File: src/rtl/uart_rx_gen_pkg.sv
// Shared types and helpers for the generic UART receiver family.
package pkg_uart_gen;

    localparam int OVS_MAX = 16;

    typedef enum logic [1:0] {
        PAR_NONE = 2'd0,
        PAR_EVEN = 2'd1,
        PAR_ODD  = 2'd2
    } parity_mode_t;

    typedef enum logic [2:0] {
        IDLE  = 3'd0,
        START = 3'd1,
        DATA  = 3'd2,
        PAR   = 3'd3,
        STOP  = 3'd4
    } state_rxg_t;

    // Sized for the largest legal oversampling ratio; smaller ratios wrap early.
    typedef logic [$clog2(OVS_MAX)-1:0] count_t;

    function automatic int calc_div(input int clk_hz, input int baud, input int ovs);
        return clk_hz / (baud * ovs);
    endfunction

endpackage

File: src/rtl/uart_rx_gen_baud_tick.sv
// Oversampling tick generator: one-clock pulse every DIV clocks while enabled.
module uart_baud_tick #(
    parameter int DIV = 27
) (
    input  logic clk,
    input  logic rst,
    input  logic en,
    output logic tick
);

    localparam int CW = (DIV > 1) ? $clog2(DIV) : 1;
    localparam logic [CW-1:0] LAST = CW'(DIV - 1);

    logic [CW-1:0] cnt_q, cnt_d;

    always_comb begin
        cnt_d = cnt_q;
        if (!en || cnt_q == LAST) begin
            cnt_d = '0;
        end else begin
            cnt_d = cnt_q + 1'b1;
        end
    end

    always_ff @(posedge clk) begin
        if (rst) begin
            cnt_q <= '0;
        end else begin
            cnt_q <= cnt_d;
        end
    end

    assign tick = en && (cnt_q == LAST);

endmodule

File: src/rtl/uart_rx_gen.sv
// Oversampling UART receiver with majority vote, runtime parity, error flags
// and a valid/ready output register.
module uart_rx_gen
    import pkg_uart_gen::*;
#(
    parameter int DW        = 8,
    parameter int CLK_HZ    = 50000000,
    parameter int BAUD      = 115200,
    parameter int OVS       = 16,
    parameter int STOP_BITS = 1
) (
    input  logic          clk,
    input  logic          rst,
    input  logic          rx,
    input  logic [1:0]    cfg_parity,
    output logic [DW-1:0] rx_data,
    output logic          rx_valid,
    input  logic          rx_ready,
    output logic          par_err,
    output logic          frm_err,
    output logic          brk,
    output logic          overrun
);

    localparam int DIV = calc_div(CLK_HZ, BAUD, OVS);
    localparam int BW  = $clog2(DW + 1);
    localparam count_t T_LO   = count_t'(OVS / 2 - 1);
    localparam count_t T_MID  = count_t'(OVS / 2);
    localparam count_t T_HI   = count_t'(OVS / 2 + 1);
    localparam count_t T_LAST = count_t'(OVS - 1);
    localparam logic [BW-1:0] LAST_DATA = BW'(DW - 1);
    localparam logic [BW-1:0] LAST_STOP = BW'(STOP_BITS - 1);

    logic rx_meta_q, rx_s_q, rx_prev_q;
    logic tick, vote_tick, maj, rx_fall;

    state_rxg_t   state_q, state_d;
    count_t       tcnt_q, tcnt_d;
    logic [BW-1:0] bit_cnt_q, bit_cnt_d;
    logic [1:0]   votes_q, votes_d;
    logic [DW-1:0] shift_q, shift_d;
    parity_mode_t par_mode_q, par_mode_d;
    logic par_bit_q, par_bit_d, perr_q, perr_d, ferr_q, ferr_d;
    logic stop_one_q, stop_one_d, done_q, done_d;

    logic [DW-1:0] data_q, data_d;
    logic valid_q, valid_d, par_err_q, par_err_d, frm_err_q, frm_err_d;
    logic brk_q, brk_d, ovr_q, ovr_d, consume, brk_frame;

    uart_baud_tick #(.DIV(DIV)) u_tick (
        .clk  (clk),
        .rst  (rst),
        .en   (state_q != IDLE),
        .tick (tick)
    );

    assign rx_fall   = rx_prev_q & ~rx_s_q;
    assign vote_tick = tick && (tcnt_q == T_HI);
    assign maj       = (votes_q[0] & votes_q[1]) | (votes_q[0] & rx_s_q) | (votes_q[1] & rx_s_q);

    always_comb begin
        state_d    = state_q;
        tcnt_d     = tcnt_q;
        bit_cnt_d  = bit_cnt_q;
        votes_d    = votes_q;
        shift_d    = shift_q;
        par_mode_d = par_mode_q;
        par_bit_d  = par_bit_q;
        perr_d     = perr_q;
        ferr_d     = ferr_q;
        stop_one_d = stop_one_q;
        done_d     = 1'b0;
        if (tick) begin
            tcnt_d = (tcnt_q == T_LAST) ? '0 : tcnt_q + 1'b1;
            if (tcnt_q == T_LO)  votes_d[0] = rx_s_q;
            if (tcnt_q == T_MID) votes_d[1] = rx_s_q;
        end
        unique case (state_q)
            IDLE: begin
                if (rx_fall) begin
                    state_d    = START;
                    tcnt_d     = '0;
                    bit_cnt_d  = '0;
                    par_bit_d  = 1'b0;
                    perr_d     = 1'b0;
                    ferr_d     = 1'b0;
                    stop_one_d = 1'b0;
                    case (cfg_parity)
                        2'd1:    par_mode_d = PAR_EVEN;
                        2'd2:    par_mode_d = PAR_ODD;
                        default: par_mode_d = PAR_NONE;
                    endcase
                end
            end
            START: begin
                // A start bit that votes high was a glitch: abandon silently.
                if (vote_tick) state_d = maj ? IDLE : DATA;
            end
            DATA: begin
                if (vote_tick) begin
                    shift_d = {maj, shift_q[DW-1:1]};
                    if (bit_cnt_q == LAST_DATA) begin
                        bit_cnt_d = '0;
                        state_d   = (par_mode_q == PAR_NONE) ? STOP : PAR;
                    end else begin
                        bit_cnt_d = bit_cnt_q + 1'b1;
                    end
                end
            end
            PAR: begin
                if (vote_tick) begin
                    par_bit_d = maj;
                    perr_d    = (par_mode_q == PAR_EVEN) ? ^{shift_q, maj} : ~^{shift_q, maj};
                    state_d   = STOP;
                end
            end
            STOP: begin
                if (vote_tick) begin
                    if (!maj) ferr_d = 1'b1;
                    if (maj)  stop_one_d = 1'b1;
                    if (bit_cnt_q == LAST_STOP) begin
                        done_d  = 1'b1;
                        state_d = IDLE;
                    end else begin
                        bit_cnt_d = bit_cnt_q + 1'b1;
                    end
                end
            end
            default: state_d = IDLE;
        endcase
    end

    assign brk_frame = (shift_q == '0) && !par_bit_q && !stop_one_q;
    assign consume   = valid_q && rx_ready;

    always_comb begin
        data_d    = data_q;
        valid_d   = valid_q;
        par_err_d = par_err_q;
        frm_err_d = frm_err_q;
        brk_d     = brk_q;
        ovr_d     = ovr_q;
        if (done_q) begin
            if (!valid_q || consume) begin
                data_d    = shift_q;
                valid_d   = 1'b1;
                par_err_d = perr_q;
                frm_err_d = ferr_q;
                brk_d     = brk_frame;
                ovr_d     = 1'b0;
            end else begin
                ovr_d = 1'b1;
            end
        end else if (consume) begin
            valid_d   = 1'b0;
            par_err_d = 1'b0;
            frm_err_d = 1'b0;
            brk_d     = 1'b0;
            ovr_d     = 1'b0;
        end
    end

    always_ff @(posedge clk) begin
        if (rst) begin
            rx_meta_q  <= 1'b1;
            rx_s_q     <= 1'b1;
            rx_prev_q  <= 1'b1;
            state_q    <= IDLE;
            tcnt_q     <= '0;
            bit_cnt_q  <= '0;
            votes_q    <= '0;
            shift_q    <= '0;
            par_mode_q <= PAR_NONE;
            par_bit_q  <= 1'b0;
            perr_q     <= 1'b0;
            ferr_q     <= 1'b0;
            stop_one_q <= 1'b0;
            done_q     <= 1'b0;
            data_q     <= '0;
            valid_q    <= 1'b0;
            par_err_q  <= 1'b0;
            frm_err_q  <= 1'b0;
            brk_q      <= 1'b0;
            ovr_q      <= 1'b0;
        end else begin
            rx_meta_q  <= rx;
            rx_s_q     <= rx_meta_q;
            rx_prev_q  <= rx_s_q;
            state_q    <= state_d;
            tcnt_q     <= tcnt_d;
            bit_cnt_q  <= bit_cnt_d;
            votes_q    <= votes_d;
            shift_q    <= shift_d;
            par_mode_q <= par_mode_d;
            par_bit_q  <= par_bit_d;
            perr_q     <= perr_d;
            ferr_q     <= ferr_d;
            stop_one_q <= stop_one_d;
            done_q     <= done_d;
            data_q     <= data_d;
            valid_q    <= valid_d;
            par_err_q  <= par_err_d;
            frm_err_q  <= frm_err_d;
            brk_q      <= brk_d;
            ovr_q      <= ovr_d;
        end
    end

    assign rx_data  = data_q;
    assign rx_valid = valid_q;
    assign par_err  = par_err_q;
    assign frm_err  = frm_err_q;
    assign brk      = brk_q;
    assign overrun  = ovr_q;

endmodule
File: config.mk
export PLATFORM = sky130hd
export DESIGN_NAME = uart_rx_gen
export DESIGN_NICKNAME = d
export VERILOG_FILES = /design/src/rtl/uart_rx_gen_pkg.sv /design/src/rtl/uart_rx_gen_baud_tick.sv /design/src/rtl/uart_rx_gen.sv
export SDC_FILE = /design/constraint.sdc
export NUM_CORES = 1
export LEC_CHECK = 0
export CAP_MARGIN = 20
export CORE_MARGIN = 1
export CORE_UTILIZATION = 55
export CTS_BUF_LIST = sky130_fd_sc_hd__clkbuf_8
export CTS_CLUSTER_DIAMETER = 80
export CTS_CLUSTER_SIZE = 14
export DETAILED_ROUTE_END_ITERATION = 8
export PLACE_DENSITY = 0.8
export SLEW_MARGIN = 20
export SYNTH_ARGS = -nofsm -noshare
export SYNTH_HDL_FRONTEND = slang
export SYNTH_SLANG_ARGS = --single-unit
File: constraint.sdc
create_clock -name clk -period 3.6 [get_ports clk]
set_input_delay 0.36 -clock clk [delete_from_list [all_inputs] [get_ports clk]]
set_output_delay 0.36 -clock clk [all_outputs]
set_load 0.005 [all_outputs]
==> impl_metrics.env <==
export IMPL_clk_pin_slew_worst_paths_ns=0.08
export IMPL_hp_class="reg2reg"
export IMPL_cts_sinks=49
export IMPL_nFillCells=291
export IMPL_avgRoutedWirePerCell_um=12.90
export IMPL_drv_cap=0
export IMPL_grtUsageTotal=0.2028
export IMPL_final_cell_mix="dfxtp_1 (49), nor2_1 (31), nand2_1 (26), a21oi_1 (20), clkdlybuf4s50_1 (18)"
export IMPL_fp_row_count=22
export IMPL_grt_pass1_vias=1504
export IMPL_dr_pass1_iters=4
export IMPL_critPathBufInv=1
export IMPL_final_antenna_net_count=0
export IMPL_ys_warn_count=0
export IMPL_synth_edf_count=0
export IMPL_ys_seq_area_frac=0.4390
export IMPL_critPathSlowestCell="nor2b_1"
export IMPL_synthTopCellsByArea="dfxtp_1 (44%), mux2i_1 (6.3%), nor2_1 (5.2%), a21oi_1 (4.5%), nand2_1 (4.4%)"
export IMPL_ys_async_sr_fraction=0
export IMPL_grt_pass1_wl_um=6720
export IMPL_die_w_um=65.74
export IMPL_reg2reg_from="u_tick.cnt_q[0]"
export IMPL_final_setup_viol_count=0
export IMPL_clock_fmax_ghz=0.4193
export IMPL_synthCells=251
export IMPL_cts_root_buf="clkbuf_8"
export IMPL_path_depth=7
export IMPL_diodes=0
export IMPL_vias=1766
export IMPL_numPortBuffers=18
export IMPL_power_density_nw_per_um2=360.6
export IMPL_r2r_cells=7
export IMPL_synth_fp_nets=264
export IMPL_synth_area_um2=2235
export IMPL_cp_max_fo=7
export IMPL_yosysTopAreaCellShare=0.4390
export IMPL_r2r_end="state_q[1]"
export IMPL_synth_area_leader_cell="dfxtp_1"
export IMPL_max_slew_margin_rel=0.4898
export IMPL_cp_arrival_ns=2.58
export IMPL_final_common_cell="dfxtp_1"
export IMPL_hpwl_um=2877
export IMPL_reg2reg_slack_ns=1.21
export IMPL_pin_count=19
export IMPL_via_per_inst=5.606
export IMPL_cts_tree="yes"
export IMPL_drt_iter0_drc=117
export IMPL_drt_total_wl_um=4063
export IMPL_htree_levels=2
export IMPL_crit_path_end_kind="flip-flop"
export IMPL_grt_max_degree=23
export IMPL_crit_end="state_q[1]"
export IMPL_cp_cell_sequence="inv_1 -> ha_1 -> and4b_1 -> nor2b_1 -> a311oi_1 -> a21oi_1 -> mux2_2"
export IMPL_antenna_found_initial=0
export IMPL_worst_pin_slew_ns=0.7628
export IMPL_critical_path_top_delay_family="simple AND/OR/NAND/NOR gates"
export IMPL_synth_seq_cells=49
export IMPL_cts_buffer_depth=2
export IMPL_multiInputGateArea_um2=1170
export IMPL_globalplace_congestion=0.8914
export IMPL_ir_drop_v=0.0002884
export IMPL_drive_gt1_frac=0.05243
export IMPL_critPathRequiredTime_ns=3.79
export IMPL_post_route_util=0.6669
export IMPL_fin_skew_ns=0.01213
export IMPL_start_util=0.5926
export IMPL_period_needed_ns=2.385
export IMPL_cts_buffers=5
export IMPL_die_area_um2=4322
export IMPL_synth_avg_cell_area_um2=8.903
export IMPL_rsz0062_at_grt="no"
export IMPL_nets=279
export IMPL_core_area_um2=3771
export IMPL_clock_latency_ns=0.31
export IMPL_min_period_over_period=0.6625
export IMPL_hold_viol=0
export IMPL_run_status="finished clean"
export IMPL_start_kind="flip-flop"
export IMPL_yosysUniqueCellTypes=46
export IMPL_syn_to_final_growth_pct=12.54
export IMPL_synth_ff_type="dfxtp_1"
export IMPL_p_leak_nw=0.9412
export IMPL_cts_setup_buffers=0
export IMPL_drcViolationCount=0
export IMPL_slowest_delay_ns=0.51
export IMPL_crit_type="reg2reg"
export IMPL_die_h_um=65.74
export IMPL_ctsHoldBuffers=0
export IMPL_ctsResizeCount=0
export IMPL_final_seq_area_um2=980.9
export IMPL_finalMaxSlewViolations=0
export IMPL_tns_ns=0
export IMPL_grt_ovfl_total=0
export IMPL_worstSetupStartpoint="u_tick.cnt_q[0]"
## where the power goes
| part | switching, mW | internal, mW | leakage (nW) | total (mW) |
|---|---|---|---|---|
| sequential | 0.00551 | 0.546 | 0.395 | 0.551 |
| clock | 0.179 | 0.136 | 0.0497 | 0.315 |
| combinational | 0.0243 | 0.0164 | 0.496 | 0.0406 |
## cell usage after synthesis (3+ instances only)
master,n
dfxtp_1,49
nor2_1,31
nand2_1,26
a21oi_1,20
mux2i_1,14
xnor2_1,10
clkbuf_1,8
inv_1,8
ha_1,7
nor2b_1,6
o21ai_0,5
nand3_1,4
nor3_1,4
nor3b_1,4
nor4_1,4
xor2_1,4
a22oi_1,3
a31oi_1,3
and2_1,3
nand3b_1,3
nand4b_1,3
or2_2,3
## per-stage QoR
| stage | std cells | setup slack, ns | hold slack (ns) | cell area [um^2] | power [mW] |
|---|---|---|---|---|---|
| after floorplan | 251 | 1.626 | 0.3895 | 2235 | 0.5906 |
| after global placement | 307 | 1.323 | 0.3920 | 2429 | 0.6033 |
| after detailed placement | 307 | 1.261 | 0.3972 | 2429 | 0.6043 |
| after CTS | 315 | 1.235 | 0.4278 | 2515 | 0.9145 |
| after global routing | 315 | 1.078 | 0.4397 | 2515 | 0.9449 |
| final | 315 | 1.215 | 0.4214 | 2515 | 0.9068 |
## sequential cells by signal, summed over array words and instances, names as in the netlist
signal	cells
rx_meta_q	1
par_err	1
u_tick.cnt_q	5
done_q	1
votes_q	2
perr_q	1
bit_cnt_q	4
state_q	3
brk	1
stop_one_q	1
rx_valid	1
par_bit_q	1
tcnt_q	4
ferr_q	1
frm_err	1
rx_data	8
rx_s_q	1
rx_prev_q	1
par_mode_q	2
shift_q	8
overrun	1
## worst min-delay path by stage
| stage | from | to | depth (start not counted) |
|---|---|---|---|
| global placement | rx_meta_q | rx_s_q | 1 |
| CTS | rx_meta_q | rx_s_q | 1 |
| finish | rx_meta_q | rx_s_q | 1 |
| global route | rx_meta_q | rx_s_q | 1 |
| detailed placement | rx_meta_q | rx_s_q | 1 |
| floorplan | rx_meta_q | rx_s_q | 1 |
## logic make-up after synthesis
group	after synthesis	share of synthesized area
flip-flops	49	0.4390
adder cells (fa/ha/maj)	8	0.04367
AO/OA/AOI/OAI	42	0.1170
AND/OR/NAND/NOR	104	0.2402
multiplexers	15	0.06775
buffers and inverters	19	0.03751
XOR/XNOR	14	0.05487
## worst reg2reg max path, stage by stage (launching register included)
cell and delay [ns]:
dfxtp_1 0.34, inv_1 0.06, ha_1 0.13, and4b_1 0.32, nor2b_1 0.51, a311oi_1 0.25, a21oi_1 0.31, mux2_2 0.37
## area by class of cell
type	instances	share of cell area
Clock buffer	5	0.02736
Clock inverter	3	0.006965
Inverter	8	0.01194
Multi-Input combinational cell	183	0.4652
Sequential cell	49	0.3901
Tap cell	48	0.02388
Timing Repair Buffer	19	0.07463
## routing by layer
metal,vias up,global-route usage,wire [um]
li1,906,-,-
met1,815,0.2833,2118
met2,38,0.2972,1687
met3,7,0.04167,190
met4,0,0.08967,68
met5,-,0,0
Power figures use the tool's default switching activity.
